**config.mk**
```make
export PLATFORM = sky130hd
export DESIGN_NAME = pc_seq_ctrl
export DESIGN_NICKNAME = d
export VERILOG_FILES = /design/src/rtl/pc_seq_ctrl.sv
export SDC_FILE = /design/constraint.sdc
export NUM_CORES = 1
export LEC_CHECK = 0
export ABC_AREA = 0
export CAP_MARGIN = 10
export CORE_MARGIN = 4
export CORE_UTILIZATION = 42
export DETAILED_ROUTE_END_ITERATION = 7
export GPL_ROUTABILITY_DRIVEN = 1
export MAX_ROUTING_LAYER = met4
export PLACE_DENSITY = 0.81
export RECOVER_POWER = 25
export SYNTH_ARGS = -nofsm -noshare
export SYNTH_HDL_FRONTEND = slang
export SYNTH_SLANG_ARGS = --single-unit
```
**constraint.sdc**
```tcl
create_clock -name clock -period 2.4 [get_ports clock]
set_input_delay 0.48 -clock clock [delete_from_list [all_inputs] [get_ports clock]]
set_output_delay 0.48 -clock clock [all_outputs]
set_load 0.05 [all_outputs]
```
**src/rtl/pc_seq_ctrl.sv**
```systemverilog
// -----------------------------------------------------------------------------
// pc_seq_ctrl - multi-cycle program sequencer for the ONC-16 core.
//
// Owns the program counter and instruction register, runs the instruction
// memory fetch handshake and steps each instruction through
// FETCH -> DECODE -> EXEC (-> BR_EVAL -> BR_RES for conditional branches).
//
// Optional feature macro: SEQ_FAST_JUMP_EN
//   When defined, an unconditional jump is resolved in DECODE: pc loads
//   br_target and the sequencer returns straight to FETCH, skipping EXEC.
//
// Ports:
//   clock          system clock, rising edge
//   rst            asynchronous active-high reset
//   imem_req       fetch request (high for the whole FETCH state)
//   imem_addr      fetch address, always equal to pc
//   imem_ack       fetch complete, imem_data valid this cycle
//   imem_data      fetched instruction
//   ir             instruction register, feeds the decoder
//   dec_is_branch  IR is a conditional branch
//   dec_is_jump    IR is an unconditional jump
//   dec_is_halt    IR is HALT
//   dec_sets_flags IR updates the flags
//   br_target      branch/jump target address
//   stall          execute unit needs another cycle
//   exec_en        execute-unit enable
//   fr_we          flag-register load pulse
//   bre            branch-evaluation enable to the flag decoder
//   is_br          branch-taken result from the flag decoder
//   pc             program counter
//   halted         core halted
// -----------------------------------------------------------------------------
module pc_seq_ctrl #(
  parameter int              PC_W    = 16,
  parameter int              IR_W    = 16,
  parameter logic [PC_W-1:0] RST_VEC = 16'h0000
) (
  input  logic            clock,
  input  logic            rst,
  output logic            imem_req,
  output logic [PC_W-1:0] imem_addr,
  input  logic            imem_ack,
  input  logic [IR_W-1:0] imem_data,
  output logic [IR_W-1:0] ir,
  input  logic            dec_is_branch,
  input  logic            dec_is_jump,
  input  logic            dec_is_halt,
  input  logic            dec_sets_flags,
  input  logic [PC_W-1:0] br_target,
  input  logic            stall,
  output logic            exec_en,
  output logic            fr_we,
  output logic            bre,
  input  logic            is_br,
  output logic [PC_W-1:0] pc,
  output logic            halted
);

  typedef enum logic [2:0] {
    S_RST     = 3'd0,
    S_FETCH   = 3'd1,
    S_DECODE  = 3'd2,
    S_EXEC    = 3'd3,
    S_BR_EVAL = 3'd4,
    S_BR_RES  = 3'd5,
    S_HALT    = 3'd6
  } state_t;

  localparam logic [PC_W-1:0] PC_ONE = {{(PC_W-1){1'b0}}, 1'b1};

  state_t          state_reg, state_next;
  logic [PC_W-1:0] pc_reg, pc_next;
  logic [IR_W-1:0] ir_reg, ir_next;

  // State, PC and IR registers.
  always_ff @(posedge clock or posedge rst) begin
    if (rst) begin
      state_reg <= S_RST;
      pc_reg    <= RST_VEC;
      ir_reg    <= '0;
    end else begin
      state_reg <= state_next;
      pc_reg    <= pc_next;
      ir_reg    <= ir_next;
    end
  end

  // Next-state and datapath control.
  always_comb begin
    state_next = state_reg;
    pc_next    = pc_reg;
    ir_next    = ir_reg;
    imem_req   = 1'b0;
    exec_en    = 1'b0;
    bre        = 1'b0;
    halted     = 1'b0;

    unique case (state_reg)
      S_RST: begin
        state_next = S_FETCH;
      end

      S_FETCH: begin
        imem_req = 1'b1;
        // Ack may arrive in the same cycle req rises (zero-wait memory).
        if (imem_ack) begin
          ir_next    = imem_data;
          state_next = S_DECODE;
        end
      end

      S_DECODE: begin
        // Halt outranks branch, branch outranks jump.
        if (dec_is_halt) begin
          state_next = S_HALT;
`ifdef SEQ_FAST_JUMP_EN
        end else if (dec_is_jump && !dec_is_branch) begin
          pc_next    = br_target;
          state_next = S_FETCH;
`endif
        end else begin
          state_next = S_EXEC;
        end
      end

      S_EXEC: begin
        exec_en = 1'b1;
        if (!stall) begin
          if (dec_is_branch) begin
            state_next = S_BR_EVAL;
          end else if (dec_is_jump) begin
            pc_next    = br_target;
            state_next = S_FETCH;
          end else begin
            pc_next    = pc_reg + PC_ONE;  // wraps modulo 2^PC_W
            state_next = S_FETCH;
          end
        end
      end

      S_BR_EVAL: begin
        // One-cycle window for the flag decoder to evaluate the condition.
        bre        = 1'b1;
        state_next = S_BR_RES;
      end

      S_BR_RES: begin
        pc_next    = is_br ? br_target : (pc_reg + PC_ONE);
        state_next = S_FETCH;
      end

      S_HALT: begin
        // Terminal until reset.
        halted = 1'b1;
      end

      default: begin
        state_next = S_RST;
      end
    endcase
  end

  // Flags load only on the cycle the execute unit actually completes.
  assign fr_we     = exec_en & ~stall & dec_sets_flags;
  assign pc        = pc_reg;
  assign imem_addr = pc_reg;
  assign ir        = ir_reg;

endmodule

```
==> summary.txt <==
Timing
  – Fin crit share: 88.40%
  – Clock Skew: 6.519 ps
  – Final Hold Fails: 0
  – Max Clk Rate: 471.3 MHz
  – Slew HR: 41.27%
  – Max-slew violations: 0
  – RSZ-0062 raised after global routing: no
  – Setup-failing EPs final: 0
  – Slew @ Worst Pin: 880.9 ps
  – Tmin final: 2122 ps
  – Setup TNS: 0 ps

Placed design
  – Port Buffer Count: 93
  – Dpl cell area: 2959 um2
  – Hpwl dp: 3786 um
  – Gpl congestion: 0.7987

Layout
  – Storage cell area: 875.8 um2
  – Commonest non-fill, non-tap cell in the layout: clkdlybuf4s50_1
  – Multi-input logic area: 988.4 um2
  – Fin area: 3042 um2
  – Ant diodes: 0
  – # fillers: 420
  – P&R area growth vs syn: 47.51%
  – Share of layout cells above drive strength 1: 16.79%
  – Final net count: 315
  – Commonest cells after routing, fill and taps aside: clkdlybuf4s50_1 (87), dfrtp_1 (35), mux2_2 (16)

Critical path
  – Worst-path fanout max: 8
  – Crit path DAT: 1640 ps
  – Critical Path Start Type: register
  – CP delay by family, top: buffers and inverters
  – Max incr delay on CP: 860 ps
  – CP max-delay cell: clkdlybuf4s50_1
  – Crit. End Element: primary output
  – WP buf/inv: 1
  – Crit path kind: reg -> out
  – WP data required: 1920 ps
  – Worst-path cell chain: clkdlybuf4s50_1

Outcome
  – Outcome: complete, no violations

Global routing
  – GRT overflow: 0
  – Number of global-route vias before repair: 1766
  – Gr usage total: 17.64%
  – Largest net degree at the start of global routing: 36
  – First-pass GRT wire length: 8349 um
  – Initial antenna violation count: 0

Die
  – Die Width: 78.07 um
  – # rows: 25
  – Die height: 78.07 um
  – Core ar.: 4755 um2
  – Area of the die: 6094 um2
  – Starting Density: 43.37%
  – IO Pins: 94

Logic synthesis
  – Synthesized area: 2062 um2
  – Synth Warn #: 0
  – Sequential area share after synthesis: 42.48%
  – Synth unique cells: 39
  – Post-synthesis register bit count: 35
  – Syn Nets: 238
  – Cells after Synth: 196
  – Syn avg cell area: 10.52 um2

Detailed routing
  – DR WL/cell: 15.18 um
  – Vias per cell: 5.326
  – Drt initial violations: 102
  – WL final: 5175 um
  – Drt pass-1 iters: 4
  – Drt drc: 0
  – Antenna viol nets, final: 0
  – Via Count: 1816

Clocking
  – Setup Fix Bufs, Post-CTS: 0
  – Hold_buf cts: 0
  – Clk sinks: 35
  – Clock buffer count from CTS: 5
  – Clock root buffer: clkbuf_8
  – CTS H-tree depth: 2
  – Reg clk slew, reported paths: 80 ps
  – Post-CTS Resized: 0
  – CTS max path bufs: 2
  – CTS tree: built
  – Clk Latency, worst-skew pair: 290 ps

Run
  – Max cap viols: 0

Worst hold path
  – HP Class: reg -> reg
-- cell usage after synthesis (all sizes together) --
cell type / instances / share of area [%]
or4: 2 / 0.73
nor3b: 2 / 0.73
dfrtp: 35 / 42
inv: 4 / 0.73
nand3b: 1 / 0.36
nand3: 10 / 2.7
nand4: 13 / 4.2
o21a: 2 / 0.73
nor4: 1 / 0.30
buf: 25 / 8.6
clkbuf: 5 / 0.91
nand2: 8 / 1.5
o21ai: 5 / 1.4
a21oi: 14 / 3.4
mux2: 16 / 8.7
and4: 2 / 0.91
a221o: 2 / 0.97
mux2i: 15 / 7.5
nor2b: 2 / 0.97
nor2: 4 / 0.85
and3: 6 / 1.9
a21o: 2 / 0.73
ha: 1 / 0.61
nand2b: 2 / 0.61
a2bb2oi: 13 / 5.5
and2: 1 / 0.30
nor4b: 2 / 1.2
and4b: 1 / 0.55
-- routing by layer --
| layer | vias to the layer above | GRT usage (%) | routed length (um) |
|---|---|---|---|
| li1 | 866 | - | - |
| met1 | 861 | 22.30 | 2231 |
| met2 | 85 | 25.17 | 2313 |
| met3 | 4 | 8.486 | 592 |
| met4 | 0 | 5.070 | 38 |
| met5 | - | - | 0 |
-- final timing paths --
| path | from | to | slack, ps | depth (start not counted) |
|---|---|---|---|---|
| hold / removal | ir[8]$_DFFE_PP0P_ | ir[8]$_DFFE_PP0P_ | 510 | 1 |
| setup / recovery | imem_addr[0]$_DFFE_PP0P_ | imem_addr[0] | 280 | 1 |
| min in group asynchronous | rst | ir[15]$_DFFE_PP0P_ | 890 | 3 |
| setup reg to reg | state_reg[1]$_DFFE_PP0P_ | imem_addr[9]$_DFFE_PP0P_ | 530 | 5 |
| max in group asynchronous | rst | imem_addr[13]$_DFFE_PP0P_ | 950 | 3 |
| hold reg to reg | ir[8]$_DFFE_PP0P_ | ir[8]$_DFFE_PP0P_ | 510 | 1 |
-- cells by family (layout without fill, tap and decap cells) --
kind of cell / count (synthesis) / count (layout) / share of synthesized area (%)
and+or+nand+nor: 57 / 57 / 17.72
AOI/OAI and AO/OA: 38 / 38 / 12.74
DFF: 35 / 35 / 42.48
buffers and inverters: 34 / 112 / 10.25
muxes: 31 / 31 / 16.20
adders and majority gates: 1 / 1 / 0.6067
-- cell type report --
cell class,count,area share [%]
clock inverters,2,0.4114
inverters,4,0.4936
well taps,67,2.756
repair buffers,100,32.66
flip-flops and latches,35,28.79
multi-input cells,127,32.50
clock buffers,6,2.386
-- metrics by stage --
stage | utilization [%] | setup slack (ps) | hold WS [ps] | std cells
5_1_grt | 63.97 | 212.8 | 523.3 | 341
4_1_cts | 64.03 | 261.8 | 512.9 | 341
6_report | 63.97 | 278.3 | 513.3 | 341
3_3_place_gp | 62.24 | 332.3 | 488.9 | 333
3_5_place_dp | 62.24 | 306.1 | 496.0 | 333
2_1_floorplan | - | 125.9 | 525.3 | 196
Power is left out: the tool's default activity adds up to more than one toggle a clock period on the data nets, which glitch-free logic cannot reach.
